$ cat src/rtl/mix_add_char_unit_pkg.sv
// mix_add_char_unit_pkg: shared widths, character constants and CHAR state encoding.
package mix_add_char_unit_pkg;
  localparam int WORD_W = 31;
  localparam int MAG_W = 30;
  localparam int SIGN_BIT = 30;
  localparam int N_DIGITS = 10;
  localparam logic [5:0] CHAR_ZERO = 6'd30;
  localparam int CHAR_ITERS = 30;
  typedef enum logic {
    IDLE = 1'b0,
    CONV = 1'b1
  } char_state_t;
endpackage

$ cat src/rtl/mix_bin2char_conv.sv
// mix_bin2char_conv: iterative double-dabble of a 30-bit magnitude into ten 6-bit digit codes.
module mix_bin2char_conv
  import mix_add_char_unit_pkg::*;
(
  input  logic                  clk,
  input  logic                  reset,
  input  logic                  start,
  input  logic [MAG_W-1:0]      in,
  output logic                  stop,
  output logic [6*N_DIGITS-1:0] out
);
  char_state_t r_state, w_state_nxt;
  logic [4:0] r_cnt;
  logic [MAG_W-1:0] r_bin;
  logic [4*N_DIGITS-1:0] r_bcd, w_adj, w_bcd_nxt;
  logic [6*N_DIGITS-1:0] r_out, w_codes;
  logic r_stop, w_load, w_last;
  for (genvar d = 0; d < N_DIGITS; d++) begin : g_dig
    assign w_adj[4*d+:4] = (r_bcd[4*d+:4] >= 4'd5) ? r_bcd[4*d+:4] + 4'd3 : r_bcd[4*d+:4];
    assign w_codes[6*d+:6] = CHAR_ZERO + {2'b00, w_bcd_nxt[4*d+:4]};
  end
  // the top digit never exceeds 1 for a 30-bit input, so the dropped carry bit is always 0
  assign w_bcd_nxt = (4*N_DIGITS)'({w_adj, r_bin[MAG_W-1]});
  assign w_load = (r_state == IDLE) && start;
  assign w_last = (r_state == CONV) && (r_cnt == 5'(CHAR_ITERS - 1));
  always_comb begin
    w_state_nxt = r_state;
    w_state_nxt = w_load ? CONV : (w_last ? IDLE : r_state);
  end
  always_ff @(posedge clk) begin
    if (!reset) begin
      r_state <= IDLE;
      r_cnt   <= '0;
      r_bin   <= '0;
      r_bcd   <= '0;
      r_stop  <= 1'b0;
      r_out   <= '0;
    end else begin
      r_state <= w_state_nxt;
      r_stop  <= w_last;
      if (w_load) begin
        r_bin <= in;
        r_bcd <= '0;
        r_cnt <= '0;
      end else if (r_state == CONV) begin
        r_bin <= r_bin << 1;
        r_bcd <= w_bcd_nxt;
        r_cnt <= r_cnt + 5'd1;
      end
      if (w_last) r_out <= w_codes;
    end
  end
  assign stop = r_stop;
  assign out = r_out;
endmodule

$ cat src/rtl/mix_add_char_unit.sv
// mix_add_char_unit: sign-magnitude ADD with one-cycle valid and a decimal CHAR converter.
module mix_add_char_unit
  import mix_add_char_unit_pkg::*;
(
  input  logic                  clk,
  input  logic                  reset,
  input  logic                  add_start,
  input  logic                  char_start,
  input  logic [WORD_W-1:0]     in1,
  input  logic [WORD_W-1:0]     in2,
  output logic                  add_stop,
  output logic [WORD_W-1:0]     add_out,
  output logic                  overflow,
  output logic                  char_stop,
  output logic [6*N_DIGITS-1:0] char_out
);
  logic r_add_stop;
  logic w_sa, w_sb, w_same, w_b_gt;
  logic [MAG_W-1:0] w_a, w_b, w_diff;
  logic [MAG_W:0] w_sum;
  assign w_sa = in1[SIGN_BIT];
  assign w_sb = in2[SIGN_BIT];
  assign w_a = in1[MAG_W-1:0];
  assign w_b = in2[MAG_W-1:0];
  assign w_same = (w_sa == w_sb);
  assign w_sum = {1'b0, w_a} + {1'b0, w_b};
  assign w_b_gt = (w_b > w_a);
  assign w_diff = w_b_gt ? w_b - w_a : w_a - w_b;
  // equal magnitudes with opposite signs fall to the in1 sign via w_b_gt = 0
  assign add_out = w_same ? {w_sa, w_sum[MAG_W-1:0]} : {w_b_gt ? w_sb : w_sa, w_diff};
  assign overflow = w_same & w_sum[MAG_W];
  always_ff @(posedge clk) begin
    if (!reset) r_add_stop <= 1'b0;
    else r_add_stop <= add_start;
  end
  assign add_stop = r_add_stop;
  mix_bin2char_conv u_conv (
    .clk   (clk),
    .reset (reset),
    .start (char_start),
    .in    (in1[MAG_W-1:0]),
    .stop  (char_stop),
    .out   (char_out)
  );
endmodule

$ cat config.mk
export PLATFORM = sky130hd
export DESIGN_NAME = mix_add_char_unit
export DESIGN_NICKNAME = d
export VERILOG_FILES = /design/src/rtl/mix_add_char_unit_pkg.sv /design/src/rtl/mix_bin2char_conv.sv /design/src/rtl/mix_add_char_unit.sv
export SDC_FILE = /design/constraint.sdc
export NUM_CORES = 1
export LEC_CHECK = 0
export BUFFER_PORTS_ARGS = -buffer_cell sky130_fd_sc_hd__buf_2
export CAP_MARGIN = 10
export CORE_UTILIZATION = 59
export DETAILED_ROUTE_END_ITERATION = 8
export PLACE_DENSITY = 0.82
export SYNTH_ARGS = -nofsm -noshare
export SYNTH_HDL_FRONTEND = slang
export SYNTH_SLANG_ARGS = --single-unit
$ cat constraint.sdc
create_clock -name clk -period 3.6 [get_ports clk]
set_input_delay 0.18 -clock clk [delete_from_list [all_inputs] [get_ports clk]]
set_output_delay 0.18 -clock clk [all_outputs]
set_load 0.02 [all_outputs]
==> results.py <==
metrics = {
    "outcome": {
        "status": "finished, final reports clean",
    },
    "routing": {
        "drtIter0Drc": 793,
        "wirelength_mm": 31.35,
        "viasPerCell": 6.005,
        "drtPass1Iterations": 5,
        "dr_total_vias": 10770,
        "ant_nets": 0,
        "wl_per_cell_um": 17.49,
        "drc": 0,
    },
    "final_layout": {
        "n_fill_cell": 1499,
        "finalNonFillerCells": 1793,
        "area_growth_pct": 15.84,
        "drive_above_1_share_pct": 18.04,
        "fin_nets": 1752,
    },
    "sta": {
        "worstMarginPinSlew_ps": 987.4,
        "setup_viol": 0,
        "timing.final.crit_period_ps": 3507,
        "period_share_pct": 97.43,
        "setup_tns_ps": 0,
        "max_freq_mhz": 285.1,
        "drv_slew": 0,
        "finalHoldViolations": 0,
        "rsz0062_at_grt": "true",
        "slew_headroom_pct": 34.17,
        "fin_skew_ps": 15.44,
    },
    "synthesis": {
        "syn_avg_cell_area_um2": 8.009,
        "synthDistinctLibCells": 70,
        "synth-edff-count": 0,
        "async_reset_ff_share_pct": 0,
        "synthMuxAreaShare_pct": 6.618,
        "yosysMostFrequentCell": "a21oi_1",
        "yosysTopAreaCellShare_pct": 24.64,
        "synth_area_leaders": "dfxtp_1 25%, ha_1 15%, o211a_1 6.9%, a21oi_1 6.2%, mux2i_1 5.7%",
        "yosys.area_share.simple_pct": 15.50,
        "yosys.area_share.adder_pct": 15.94,
        "synth_area_leader_cell": "dfxtp_1",
        "synth_common_cells": "140 x a21oi_1, 138 x dfxtp_1, 138 x ha_1",
        "syn-num-nets": 1607,
        "synth_compound_area_share_pct": 26.25,
        "ys_warn_count": 0,
        "synth_top_family_by_area": "compound AO/OA/AOI/OAI gates",
        "synthXorXnorAreaFrac_pct": 3.437,
        "synth_area_um2": 11210,
        "ys_ff_latch": 138,
        "synth_seq_area_share_pct": 24.64,
        "ys.flop_type": "dfxtp_1",
        "synth_cells": 1400,
    },
    "setup_path": {
        "crit_type": "in -> out",
        "max_stage_delay_ps": 470,
        "slowest_stage": "ha_1",
        "worst_setup_path_end_kind": "output port",
        "crit_fanout": 11,
        "start_kind": "input port",
        "cp_common_cell": "buf_4",
        "cp_cell_sequence": "buf_2 > inv_1 > ha_1 > nand4_1 > nor4_4 > a311oi_1 > a21o_1 > buf_4 > buf_4 > a21o_1 > o21ai_0 > buf_4 > xor2_1 > buf_2",
        "cp.arrival_ps": 3330,
        "worst-endpoint-required_ps": 3420,
    },
    "clock_tree": {
        "numCtsBuffers": 17,
        "clock_path_buffers": 2,
        "cts_tree": "yes",
        "cts_sinks": 138,
        "cts_root_buf": "clkbuf_16",
        "path_clk_slew_ps": 60,
        "htreeDepth": 4,
        "clock_latency_ps": 430,
    },
    "power_and_ir_drop": {
        "powerDensity_nw_per_um2": 384.6,
        "irDropWorstVdd_mv": 0.3390,
        "p_leak_uw": 0.006782,
    },
    "flow_run": {
        "cap_violations": 0,
    },
    "placed_design": {
        "dp_cells": 1753,
        "gp_congestion": 0.9788,
        "port_buffers": 159,
        "dp_hpwl_mm": 22.93,
    },
    "hold_path": {
        "hold_class": "in -> reg",
    },
    "die": {
        "std_cell_rows": 50,
        "die_area_um2": 19560,
        "ios": 160,
        "die_w_um": 139.9,
        "die_h_um": 139.9,
        "core_um2": 18640,
        "initial_utilization_pct": 60.14,
    },
    "global_routing": {
        "grt-ovfl-total": 0,
        "grt_pass1_wl_mm": 51.06,
        "grt_max_degree": 83,
        "globalRouteTotalUtil_pct": 32.13,
        "grt_pass1_vias": 10360,
        "antenna_found_initial": 1,
    },
}
kinds of logic after synthesis:
family | Yosys count
xor+xnor | 44
compound gates | 420
simple gates | 372
mux | 73
fa+ha+maj | 141
flops | 138
buf+inv | 212
area by class of cell:
class,count,area (um^2),share of cell area [%]
diodes,1,2.502,0.01927
repair buffers,206,1164,8.960
flip-flops and latches,138,2764,21.28
well taps,234,292.8,2.254
multi-input cells,1050,7695,59.25
inverters,132,495.5,3.815
clock buffers,19,442.9,3.410
clock inverters,13,131.4,1.012
sequential cells by signal (all words and copies together) (netlist names):
| signal | count |
|---|---|
| u_conv.out | 60 |
| u_conv.stop | 1 |
| u_conv.r_state | 1 |
| add_stop | 1 |
| u_conv.r_cnt | 5 |
| u_conv.r_bcd | 40 |
| u_conv.r_bin | 30 |
per-stage QoR:
step	setup WS, ps	instance area [um^2]	hold WS, ps	power (uW)	util (%)
floorplan	673.9	11210	307.3	2718	-
global placement	55.30	12290	385.7	3180	65.91
detailed placement	33.73	12290	394.5	3204	65.91
CTS	11.40	12870	140.7	4952	69.04
global route	-7.209	12990	157.5	5221	69.66
finish	92.60	12990	146.6	4994	69.66
per-layer routing:
metal	vias to the layer above	routed length (um)	GRT usage [%]
met1	5069	13510	40.48
met5	-	0	0
met4	0	821	12.43
met2	429	15040	54.79
li1	5198	-	-
met3	71	1982	5.127
worst paths after layout:
path | from | end | slack, ps | depth (start not counted)
min reg2reg | u_conv.out[4] | u_conv.out[4] | 470 | 2
min | in1[21] | u_conv.r_bin[21] | 150 | 4
max | in1[24] | add_out[21] | 90 | 14
max reg2reg | u_conv.r_state | u_conv.out[46] | 1210 | 6
placed cells by master, fill, tap and decap left out, types with 20 or more instances in the layout:
cell and count:
xnor2_1 33, a21oi_1 140, nand2_1 124, ha_1 131, nor2b_1 21, o211a_1 77, inv_1 129, dfxtp_1 137
o21ai_0 50, buf_4 45, a21o_1 22, mux2i_1 63, buf_2 159, o21bai_1 20, nor2_1 117, a211oi_1 30
nor3b_1 21
critical path, delay by kind of cell:
family	cells	cell delay, ps
xor+xnor	1	140
buf+inv	6	850
fa+ha+maj	1	470
compound gates	4	1000
simple gates	2	690
timing repair:
action                     in CTS  in global routing
hold endpoints to repair        1                  0
gates resized for setup         0                 19
hold buffers                    1                  0
setup endpoints to repair       0                 17
setup buffers                   0                  6
power by group:
group	internal (uW)	switching, uW
registers	1570	44.4
clock network	987	770
logic	627	991
Note: power is estimated with default switching activity, not from simulation.
